[config.mk]
export PLATFORM = sky130hd
export DESIGN_NAME = uart_cmd_wrapper
export DESIGN_NICKNAME = d
export VERILOG_FILES = /design/src/rtl/uart_cmd_wrapper.sv
export SDC_FILE = /design/constraint.sdc
export NUM_CORES = 1
export LEC_CHECK = 0
export CELL_PAD_IN_SITES_DETAIL_PLACEMENT = 2
export CELL_PAD_IN_SITES_GLOBAL_PLACEMENT = 2
export CORE_AREA = 2 2 107 109
export DETAILED_ROUTE_END_ITERATION = 16
export DIE_AREA = 0 0 109 111
export GPL_ROUTABILITY_DRIVEN = 0
export PLACE_DENSITY_LB_ADDON = 0.1
export SYNTH_ARGS = -nofsm -noshare
export SYNTH_HDL_FRONTEND = slang
export SYNTH_SLANG_ARGS = --single-unit
[constraint.sdc]
create_clock -name clk -period 5.1 [get_ports clk]
set_clock_uncertainty 0.15 [all_clocks]
set_input_delay 1.02 -clock clk [delete_from_list [all_inputs] [get_ports clk]]
set_output_delay 1.02 -clock clk [all_outputs]
set_load 0.05 [all_outputs]
[src/rtl/uart_cmd_wrapper.sv]
// Copter-side UART endpoint: assembles 3-byte commands from RX and serializes
// single-byte responses on TX. RX and TX run independently (full duplex).
module uart_cmd_wrapper #(
    parameter int unsigned BAUD_DIV = 2604
) (
    input  logic        clk,
    input  logic        rst_n,
    input  logic        RX,
    output logic        TX,
    output logic [7:0]  cmd,
    output logic [15:0] data,
    output logic        cmd_rdy,
    input  logic        clr_cmd_rdy,
    input  logic [7:0]  resp,
    input  logic        send_resp,
    output logic        resp_sent
);
    localparam int unsigned CNT_W = $clog2(BAUD_DIV + 1);
    localparam logic [CNT_W-1:0] FULL_BIT = CNT_W'(BAUD_DIV);
    localparam logic [CNT_W-1:0] HALF_BIT = CNT_W'(BAUD_DIV / 2);
    localparam logic [CNT_W-1:0] CNT_ONE  = CNT_W'(1);

    typedef enum logic [1:0] {RX_IDLE, RX_START, RX_DATA, RX_STOP} rx_state_t;
    typedef enum logic [1:0] {WAIT_CMD, WAIT_HI, WAIT_LO} frm_state_t;
    typedef enum logic {TX_IDLE, TX_BUSY} tx_state_t;

    // RX synchronizer plus one extra stage for falling-edge detection
    logic rx_s1, rx_s2, rx_d;

    always_ff @(posedge clk or negedge rst_n) begin
        if (!rst_n) begin
            rx_s1 <= 1'b1;
            rx_s2 <= 1'b1;
            rx_d  <= 1'b1;
        end else begin
            rx_s1 <= RX;
            rx_s2 <= rx_s1;
            rx_d  <= rx_s2;
        end
    end

    rx_state_t        rx_state, rx_state_nxt;
    logic [CNT_W-1:0] rx_cnt, rx_cnt_nxt;
    logic [2:0]       rx_bit, rx_bit_nxt;
    logic [7:0]       rx_shift, rx_shift_nxt;
    logic             rx_rdy, rx_rdy_nxt;
    logic             rx_start_c, rx_sample_c;

    always_ff @(posedge clk or negedge rst_n) begin
        if (!rst_n) begin
            rx_state <= RX_IDLE;
            rx_cnt   <= '0;
            rx_bit   <= '0;
            rx_shift <= '0;
            rx_rdy   <= 1'b0;
        end else begin
            rx_state <= rx_state_nxt;
            rx_cnt   <= rx_cnt_nxt;
            rx_bit   <= rx_bit_nxt;
            rx_shift <= rx_shift_nxt;
            rx_rdy   <= rx_rdy_nxt;
        end
    end

    // Mid-bit sampler: first sample half a bit after the start edge, then every bit
    always_comb begin
        rx_state_nxt = rx_state;
        rx_cnt_nxt   = rx_cnt;
        rx_bit_nxt   = rx_bit;
        rx_shift_nxt = rx_shift;
        rx_rdy_nxt   = 1'b0;
        rx_start_c   = 1'b0;
        rx_sample_c  = (rx_cnt == CNT_ONE);
        if (rx_state != RX_IDLE) begin
            rx_cnt_nxt = rx_sample_c ? FULL_BIT : rx_cnt - CNT_ONE;
        end
        case (rx_state)
            RX_IDLE: begin
                if (rx_d && !rx_s2) begin
                    rx_start_c   = 1'b1;
                    rx_cnt_nxt   = HALF_BIT;
                    rx_state_nxt = RX_START;
                end
            end
            RX_START: begin
                if (rx_sample_c) begin
                    rx_bit_nxt   = 3'd0;
                    rx_state_nxt = rx_s2 ? RX_IDLE : RX_DATA;
                end
            end
            RX_DATA: begin
                if (rx_sample_c) begin
                    rx_shift_nxt = {rx_s2, rx_shift[7:1]};
                    rx_bit_nxt   = rx_bit + 3'd1;
                    if (rx_bit == 3'd7) begin
                        rx_state_nxt = RX_STOP;
                    end
                end
            end
            RX_STOP: begin
                if (rx_sample_c) begin
                    rx_rdy_nxt   = rx_s2;
                    rx_state_nxt = RX_IDLE;
                end
            end
            default: rx_state_nxt = RX_IDLE;
        endcase
    end

    frm_state_t  frm_state, frm_state_nxt;
    logic [7:0]  cmd_hold, cmd_hold_nxt;
    logic [7:0]  hi_hold, hi_hold_nxt;
    logic [7:0]  cmd_nxt;
    logic [15:0] data_nxt;
    logic        cmd_rdy_nxt;

    always_ff @(posedge clk or negedge rst_n) begin
        if (!rst_n) begin
            frm_state <= WAIT_CMD;
            cmd_hold  <= '0;
            hi_hold   <= '0;
            cmd       <= '0;
            data      <= '0;
            cmd_rdy   <= 1'b0;
        end else begin
            frm_state <= frm_state_nxt;
            cmd_hold  <= cmd_hold_nxt;
            hi_hold   <= hi_hold_nxt;
            cmd       <= cmd_nxt;
            data      <= data_nxt;
            cmd_rdy   <= cmd_rdy_nxt;
        end
    end

    // Frame assembly; outputs publish only on the third byte, and set beats clear
    always_comb begin
        frm_state_nxt = frm_state;
        cmd_hold_nxt  = cmd_hold;
        hi_hold_nxt   = hi_hold;
        cmd_nxt       = cmd;
        data_nxt      = data;
        cmd_rdy_nxt   = cmd_rdy;
        if (clr_cmd_rdy || (rx_start_c && (frm_state == WAIT_CMD))) begin
            cmd_rdy_nxt = 1'b0;
        end
        case (frm_state)
            WAIT_CMD: begin
                if (rx_rdy) begin
                    cmd_hold_nxt  = rx_shift;
                    frm_state_nxt = WAIT_HI;
                end
            end
            WAIT_HI: begin
                if (rx_rdy) begin
                    hi_hold_nxt   = rx_shift;
                    frm_state_nxt = WAIT_LO;
                end
            end
            WAIT_LO: begin
                if (rx_rdy) begin
                    cmd_nxt       = cmd_hold;
                    data_nxt      = {hi_hold, rx_shift};
                    cmd_rdy_nxt   = 1'b1;
                    frm_state_nxt = WAIT_CMD;
                end
            end
            default: frm_state_nxt = WAIT_CMD;
        endcase
    end

    tx_state_t        tx_state, tx_state_nxt;
    logic [9:0]       tx_shift, tx_shift_nxt;
    logic [CNT_W-1:0] tx_cnt, tx_cnt_nxt;
    logic [3:0]       tx_bit, tx_bit_nxt;
    logic             resp_sent_nxt;

    always_ff @(posedge clk or negedge rst_n) begin
        if (!rst_n) begin
            tx_state  <= TX_IDLE;
            tx_shift  <= '1;
            tx_cnt    <= '0;
            tx_bit    <= '0;
            resp_sent <= 1'b0;
        end else begin
            tx_state  <= tx_state_nxt;
            tx_shift  <= tx_shift_nxt;
            tx_cnt    <= tx_cnt_nxt;
            tx_bit    <= tx_bit_nxt;
            resp_sent <= resp_sent_nxt;
        end
    end

    // Shift register idles at all ones so the line rests at mark
    assign TX = tx_shift[0];

    always_comb begin
        tx_state_nxt  = tx_state;
        tx_shift_nxt  = tx_shift;
        tx_cnt_nxt    = tx_cnt;
        tx_bit_nxt    = tx_bit;
        resp_sent_nxt = 1'b0;
        case (tx_state)
            TX_IDLE: begin
                if (send_resp) begin
                    tx_shift_nxt = {1'b1, resp, 1'b0};
                    tx_cnt_nxt   = FULL_BIT;
                    tx_bit_nxt   = 4'd0;
                    tx_state_nxt = TX_BUSY;
                end
            end
            TX_BUSY: begin
                if (tx_cnt == CNT_ONE) begin
                    tx_shift_nxt = {1'b1, tx_shift[9:1]};
                    tx_cnt_nxt   = FULL_BIT;
                    if (tx_bit == 4'd9) begin
                        resp_sent_nxt = 1'b1;
                        tx_state_nxt  = TX_IDLE;
                    end else begin
                        tx_bit_nxt = tx_bit + 4'd1;
                    end
                end else begin
                    tx_cnt_nxt = tx_cnt - CNT_ONE;
                end
            end
            default: tx_state_nxt = TX_IDLE;
        endcase
    end

endmodule

# Yosys cells after proc, flatten, opt, wreduce, memory -nomap -nowiden
# Index checks and enable logic that the tools add are counted.
[totals]
word_cells = 103
register_bits = 100
out_inout_bits = 27
input_bits = 13
[classes]
bitwise = 1
addsub = 4
muxes = 42
reduce_logical = 17
n_eq_ne = 20
[op_table]
columns = ["operator", "n"]
rows = [
  ["12-bit two-way mux", 6],
  ["12-bit by 1-bit equality test with 1-bit output, second input constant", 2],
  ["12-bit one-hot mux with 2 select lines", 1],
  ["12-bit by 1-bit subtractor with 12-bit output, second input constant", 2],
  ["10-bit two-way mux", 2],
  ["2-bit inequality test, second input constant", 10],
  ["10-bit one-hot mux with 2 select lines", 1],
  ["2-bit two-way mux", 9],
  ["1-bit two-way mux", 13],
  ["4-bit two-way mux", 3],
  ["2-bit AND reduction", 5],
  ["3-bit AND reduction", 3],
  ["2-bit one-hot mux with 4 select lines", 1],
  ["4-bit one-hot mux with 2 select lines", 1],
  ["2-bit equality test, second input constant", 3],
  ["3-bit two-way mux", 2],
  ["2-bit one-hot mux with 3 select lines", 1],
  ["3-bit one-hot mux with 2 select lines", 1],
  ["5-bit AND reduction", 1],
  ["4-bit by 1-bit adder with 4-bit output, second input constant", 1],
  ["2-bit by 1-bit equality test with 1-bit output, second input constant", 2],
  ["4-bit equality test, second input constant", 1],
  ["2-bit zero test", 2],
  ["2-bit nonzero test", 2],
  ["other kinds (8)", 9],
]

# Longest topological paths before layout
[logic_depth]
word_depth = 9
depth_mapped = 8
ltp_nobuf = 6

# Worst setup path after synthesis
# Ideal clock, no wire load.
[synth_timing]
kind = "reg-to-reg"
start = "register tx_cnt[1]"
end = "register tx_shift[6]"
arrival_ns = 2.091
path_buffers = 1
setup_slack_ns = 2.772
required_time_ns = 4.862
stages_incl_launch_ff = 8
setup_time_ns = 0.088
synth_period_minus_slack_ns = 2.328
cell_sequence = "dfrtp_1 > inv_1 > ha_1 > or4b_4 > or4_1 > buf_2 > a21o_4 > a221oi_2"
[synth_via]
elab_chain_cells = 3
[synth_rtl]
columns = ["element", "line", "source"]
rows = [
  ["from (decl)", "173", "logic [CNT_W-1:0] tx_cnt, tx_cnt_nxt;"],
  ["from (signal assigned)", "187", "tx_cnt <= tx_cnt_nxt;"],
  ["12-bit by 1-bit equality test with 1-bit output", "212", "if (tx_cnt == CNT_ONE) begin"],
  ["2-bit by 1-bit inequality test with 1-bit output (no source line)", "n/a", ""],
  ["2-bit AND reduction (no source line)", "n/a", ""],
  ["to (signal assigned)", "186", "tx_shift <= tx_shift_nxt;"],
  ["to (decl)", "172", "logic [9:0] tx_shift, tx_shift_nxt;"],
]
# Every way passes these cells.
# A chain may end at the register's enable or synchronous reset.

# Final worst setup path
[layout_timing]
start = "input send_resp"
end = "register tx_cnt[11]"
[layout_via]
elab_chain_cells = 1
[layout_rtl]
columns = ["element", "line", "source"]
rows = [
  ["from (decl)", "15", "input logic send_resp,"],
  ["2-bit inequality test (no source line)", "n/a", ""],
]
# Every way passes these cells.

==> impl_metrics.tcl <==
set metrics [dict create \
    fillCellCount 1109 \
    cts_h_tree_depth 3 \
    antennaDiodeCount 0 \
    tritoncts_clock_tree "yes" \
    ys_seq_elements 99 \
    mean_instance_size_in_the_synthesized_netlist_um2 11.7 \
    die_h_um 111 \
    synth_net_count 406 \
    synth.cell_area_um2 4490 \
    critical_path_class "in -> reg" \
    synthesis.yosys.warnings 0 \
    grt.total_usage 0.197 \
    totalPowerFinal_mw 2.13 \
    wl_mm 10.9 \
    combPwrFrac 0.164 \
    slew_violations 0 \
    globalRouteOverflowTotal 0 \
    p_leak_nw 2.34 \
    i_o_buffers 39 \
    netlist.area_leader.share 0.485 \
    hold_path_end "rx_s2$_DFF_PN1_" \
    clock_root_buffer "sky130_fd_sc_hd__clkbuf_16" \
    synthFlopType "sky130_fd_sc_hd__dfrtp_1" \
    rsz0062_at_grt "no" \
    pwr_density_cell_nw_per_um2 401 \
    yosysTopAreaCell "sky130_fd_sc_hd__dfrtp_1" \
    grt_max_degree 66 \
    drt_iter0_markers 60 \
    worst_ep_arrival_time_ns 3.28 \
    row_count 39 \
    grt_antenna_before_repair 0 \
    setup.worst_path.end_class "register" \
    synth_cell_types 51 \
    cts.sinks 99 \
    drcViolationCount 0 \
    cellInternalPower_mw 1.50 \
    num_vias 3177 \
    finalSetupViolations 0 \
    power.switching_fraction 0.296 \
    clk_path_buf_depth 2 \
    critPathLaunchType "input pin" \
    post_cts_buffers 0 \
    chipWidth_um 109 \
    syn_to_final_growth_pct 18.4 \
    post_dp_cell_area_um2 4990 \
    netlist_instances 385 \
    yosysSeqAreaShare 0.555 \
    synth_enable_flop_cells 0 \
    start_util 0.405 \
    regToRegEndpoint "tx_shift[6]$_DFFE_PN1P_" \
    worst_hold_startpoint "rx_s1$_DFF_PN1_" \
    multiInputGateArea_um2 1880 \
    cts_inserted_buffers 9 \
    finalNonFillerCells 564 \
    report.final.hold_viol_count 0 \
    via_count_of_the_first_global_routing_pass 3557 \
    clk_latency_ns 0.33 \
    detailedRoute.firstPassIterationCount 5 \
    grt_pass1_wl_mm 18.6 \
    power.net_switching_mw 0.632 \
    final_standard_cell_area_without_fillers_um2 5320 \
    hpwl_mm 7.24 \
    max-slew-margin-rel 0.286 \
    min_path_type "reg -> reg" \
    run_status "finished, final reports clean" \
    fraction_of_final_layout_cells_sized_beyond_drive_strength_1 0.207 \
    quantity_of_hold_fixing_buffers_added_after_cts 0 \
    peakVddDrop_mv 0.183 \
    crit_fanout 22 \
    clkTransAtPathRegs_ns 0.07 \
    p_seq_frac 0.488 \
    synth_async_sr_flop_share 1.00 \
    drtAntennaViolNets 0 \
    max_freq_mhz 310 \
    post_drt_wl_per_cell_um 19.3 \
    fp.dieArea_um2 12100 \
    rr_worst_depth 6 \
    post_synth_main_area_contributors "sky130_fd_sc_hd__dfrtp_1 48%, sky130_fd_sc_hd__mux2_2 12%, sky130_fd_sc_hd__dfstp_2 7.0%" \
    cp_data_required_time_ns 5.16 \
    fin_nets 437 \
    ff_latch_area_um2 2490 \
    final.period_utilization 0.632 \
    period_minus_slack_ns 3.22 \
    setup_tns_ns 0 \
    r2r_start "tx_cnt[1]$_DFFE_PN0P_" \
    ioPinCount 40 \
    avgViaCountPerCell 5.63 \
    r2r_setup_slack_ns 2.30 \
    std_cell_core_area_um2 11100 \
    clock_power_share 0.348 \
    place_inst 548 \
    hold_depth 0 \
    max-cap-violations 0 \
    timing_worst_slew_pin_value_ns 1.06 \
    post_cts_resize_count 0 \
]
Yosys cell counts, types with 2 or more instances:
library cell / number
sky130_fd_sc_hd__dfrtp_1: 87
sky130_fd_sc_hd__mux2_2: 49
sky130_fd_sc_hd__nand2_1: 30
sky130_fd_sc_hd__nor2_1: 18
sky130_fd_sc_hd__clkbuf_1: 15
sky130_fd_sc_hd__nor3_1: 13
sky130_fd_sc_hd__o21ai_0: 13
sky130_fd_sc_hd__dfstp_2: 12
sky130_fd_sc_hd__a31oi_1: 11
sky130_fd_sc_hd__nor2b_1: 11
sky130_fd_sc_hd__xnor2_1: 11
sky130_fd_sc_hd__inv_1: 10
sky130_fd_sc_hd__nand3_1: 9
sky130_fd_sc_hd__ha_1: 8
sky130_fd_sc_hd__nor4_1: 8
sky130_fd_sc_hd__a211oi_1: 7
sky130_fd_sc_hd__or4_1: 7
sky130_fd_sc_hd__a21oi_1: 4
sky130_fd_sc_hd__buf_1: 4
sky130_fd_sc_hd__nand2b_1: 4
sky130_fd_sc_hd__nand3b_1: 4
sky130_fd_sc_hd__o211ai_1: 4
sky130_fd_sc_hd__o31ai_1: 4
sky130_fd_sc_hd__a22o_1: 3
sky130_fd_sc_hd__and4_1: 3
sky130_fd_sc_hd__nand4_1: 3
sky130_fd_sc_hd__and2_1: 2
sky130_fd_sc_hd__buf_2: 2
sky130_fd_sc_hd__nand4b_1: 2
sky130_fd_sc_hd__nor3b_1: 2
sky130_fd_sc_hd__nor4b_1: 2
sky130_fd_sc_hd__o32ai_1: 2
sky130_fd_sc_hd__or2_2: 2
sky130_fd_sc_hd__or3_1: 2
cells in the final DEF, fill, tap and decap left out, types with 7 or more instances in the layout:
master / count
sky130_fd_sc_hd__a211oi_1: 7
sky130_fd_sc_hd__a31oi_1: 11
sky130_fd_sc_hd__clkbuf_16: 9
sky130_fd_sc_hd__clkdlybuf4s50_1: 38
sky130_fd_sc_hd__dfrtp_1: 87
sky130_fd_sc_hd__dfstp_2: 12
sky130_fd_sc_hd__ha_1: 8
sky130_fd_sc_hd__inv_1: 10
sky130_fd_sc_hd__mux2_2: 49
sky130_fd_sc_hd__nand2_1: 30
sky130_fd_sc_hd__nand3_1: 9
sky130_fd_sc_hd__nor2_1: 18
sky130_fd_sc_hd__nor2b_1: 11
sky130_fd_sc_hd__nor3_1: 13
sky130_fd_sc_hd__nor4_1: 8
sky130_fd_sc_hd__o21ai_0: 13
sky130_fd_sc_hd__or4_1: 7
sky130_fd_sc_hd__xnor2_1: 11
per-layer routing:
metal	track usage	wire [µm]
met5	0	0
met2	0.343	5800
met1	0.254	4740
met4	0.0462	93
met3	0.0312	219
how the worst max path moves through the flow:
stage                                from                 endpoint  cells after the start
finish                          send_resp   tx_cnt[11]$_DFFE_PN0P_                      5
global route                    send_resp   tx_cnt[11]$_DFFE_PN0P_                      5
CTS                             send_resp   tx_cnt[11]$_DFFE_PN0P_                      5
detailed placement              send_resp   tx_cnt[11]$_DFFE_PN0P_                      5
global placement                send_resp   tx_cnt[11]$_DFFE_PN0P_                      5
floorplan           tx_cnt[1]$_DFFE_PN0P_  tx_shift[6]$_DFFE_PN1P_                      7
state kept, by name, indices dropped and copies added, names as in the netlist, 2 cells and up, named ones only:
name,count
hi_hold,8
tx_cnt,12
tx_bit,4
rx_cnt,12
cmd,8
data,16
tx_shift,9
rx_bit,3
frm_state,2
cmd_hold,8
rx_shift,8
layout make-up:
| class | count | share of cell area |
|---|---|---|
| Sequential cell | 99 | 0.469 |
| Multi-Input combinational cell | 255 | 0.353 |
| Timing Repair Buffer | 41 | 0.0757 |
| Clock buffer | 11 | 0.0456 |
| Tap cell | 143 | 0.0336 |
| Clock inverter | 5 | 0.0160 |
| Inverter | 10 | 0.00706 |
worst max-delay path, cell delays in order:
cell and delay, ns:
sky130_fd_sc_hd__clkdlybuf4s50_1 0.99, sky130_fd_sc_hd__nor2_1 0.38, sky130_fd_sc_hd__nor4_1 0.57, sky130_fd_sc_hd__and3_1 0.23, sky130_fd_sc_hd__o21ai_0 0.08
stage by stage:
stage                     setup slack (ns)  hold WS [ns]   util
final                                 1.88         0.208  0.480
after CTS                             1.87         0.208  0.480
after global placement                1.66         0.198  0.451
after detailed placement              1.58         0.198  0.451
after floorplan                       2.77         0.195      -
after global routing                  1.67         0.214  0.480
cell families after synthesis:
group,count (synthesis),synth area share
AND/OR/NAND/NOR,130,0.162
flip-flops,99,0.555
AO/OA/AOI/OAI,57,0.0897
multiplexers,49,0.123
buffers and inverters,31,0.0265
XOR/XNOR,11,0.0215
adder cells (fa/ha/maj),8,0.0223
power groups by stage:
stage	clock network [mW]	logic, mW	registers, mW
floorplan	0	0.284	0.986
global placement	0	0.336	1.04
detailed placement	0	0.352	1.05
CTS	0.773	0.357	1.04
global route	0.799	0.397	1.06
finish	0.742	0.349	1.04
Note: power is estimated with default switching activity, not from simulation.
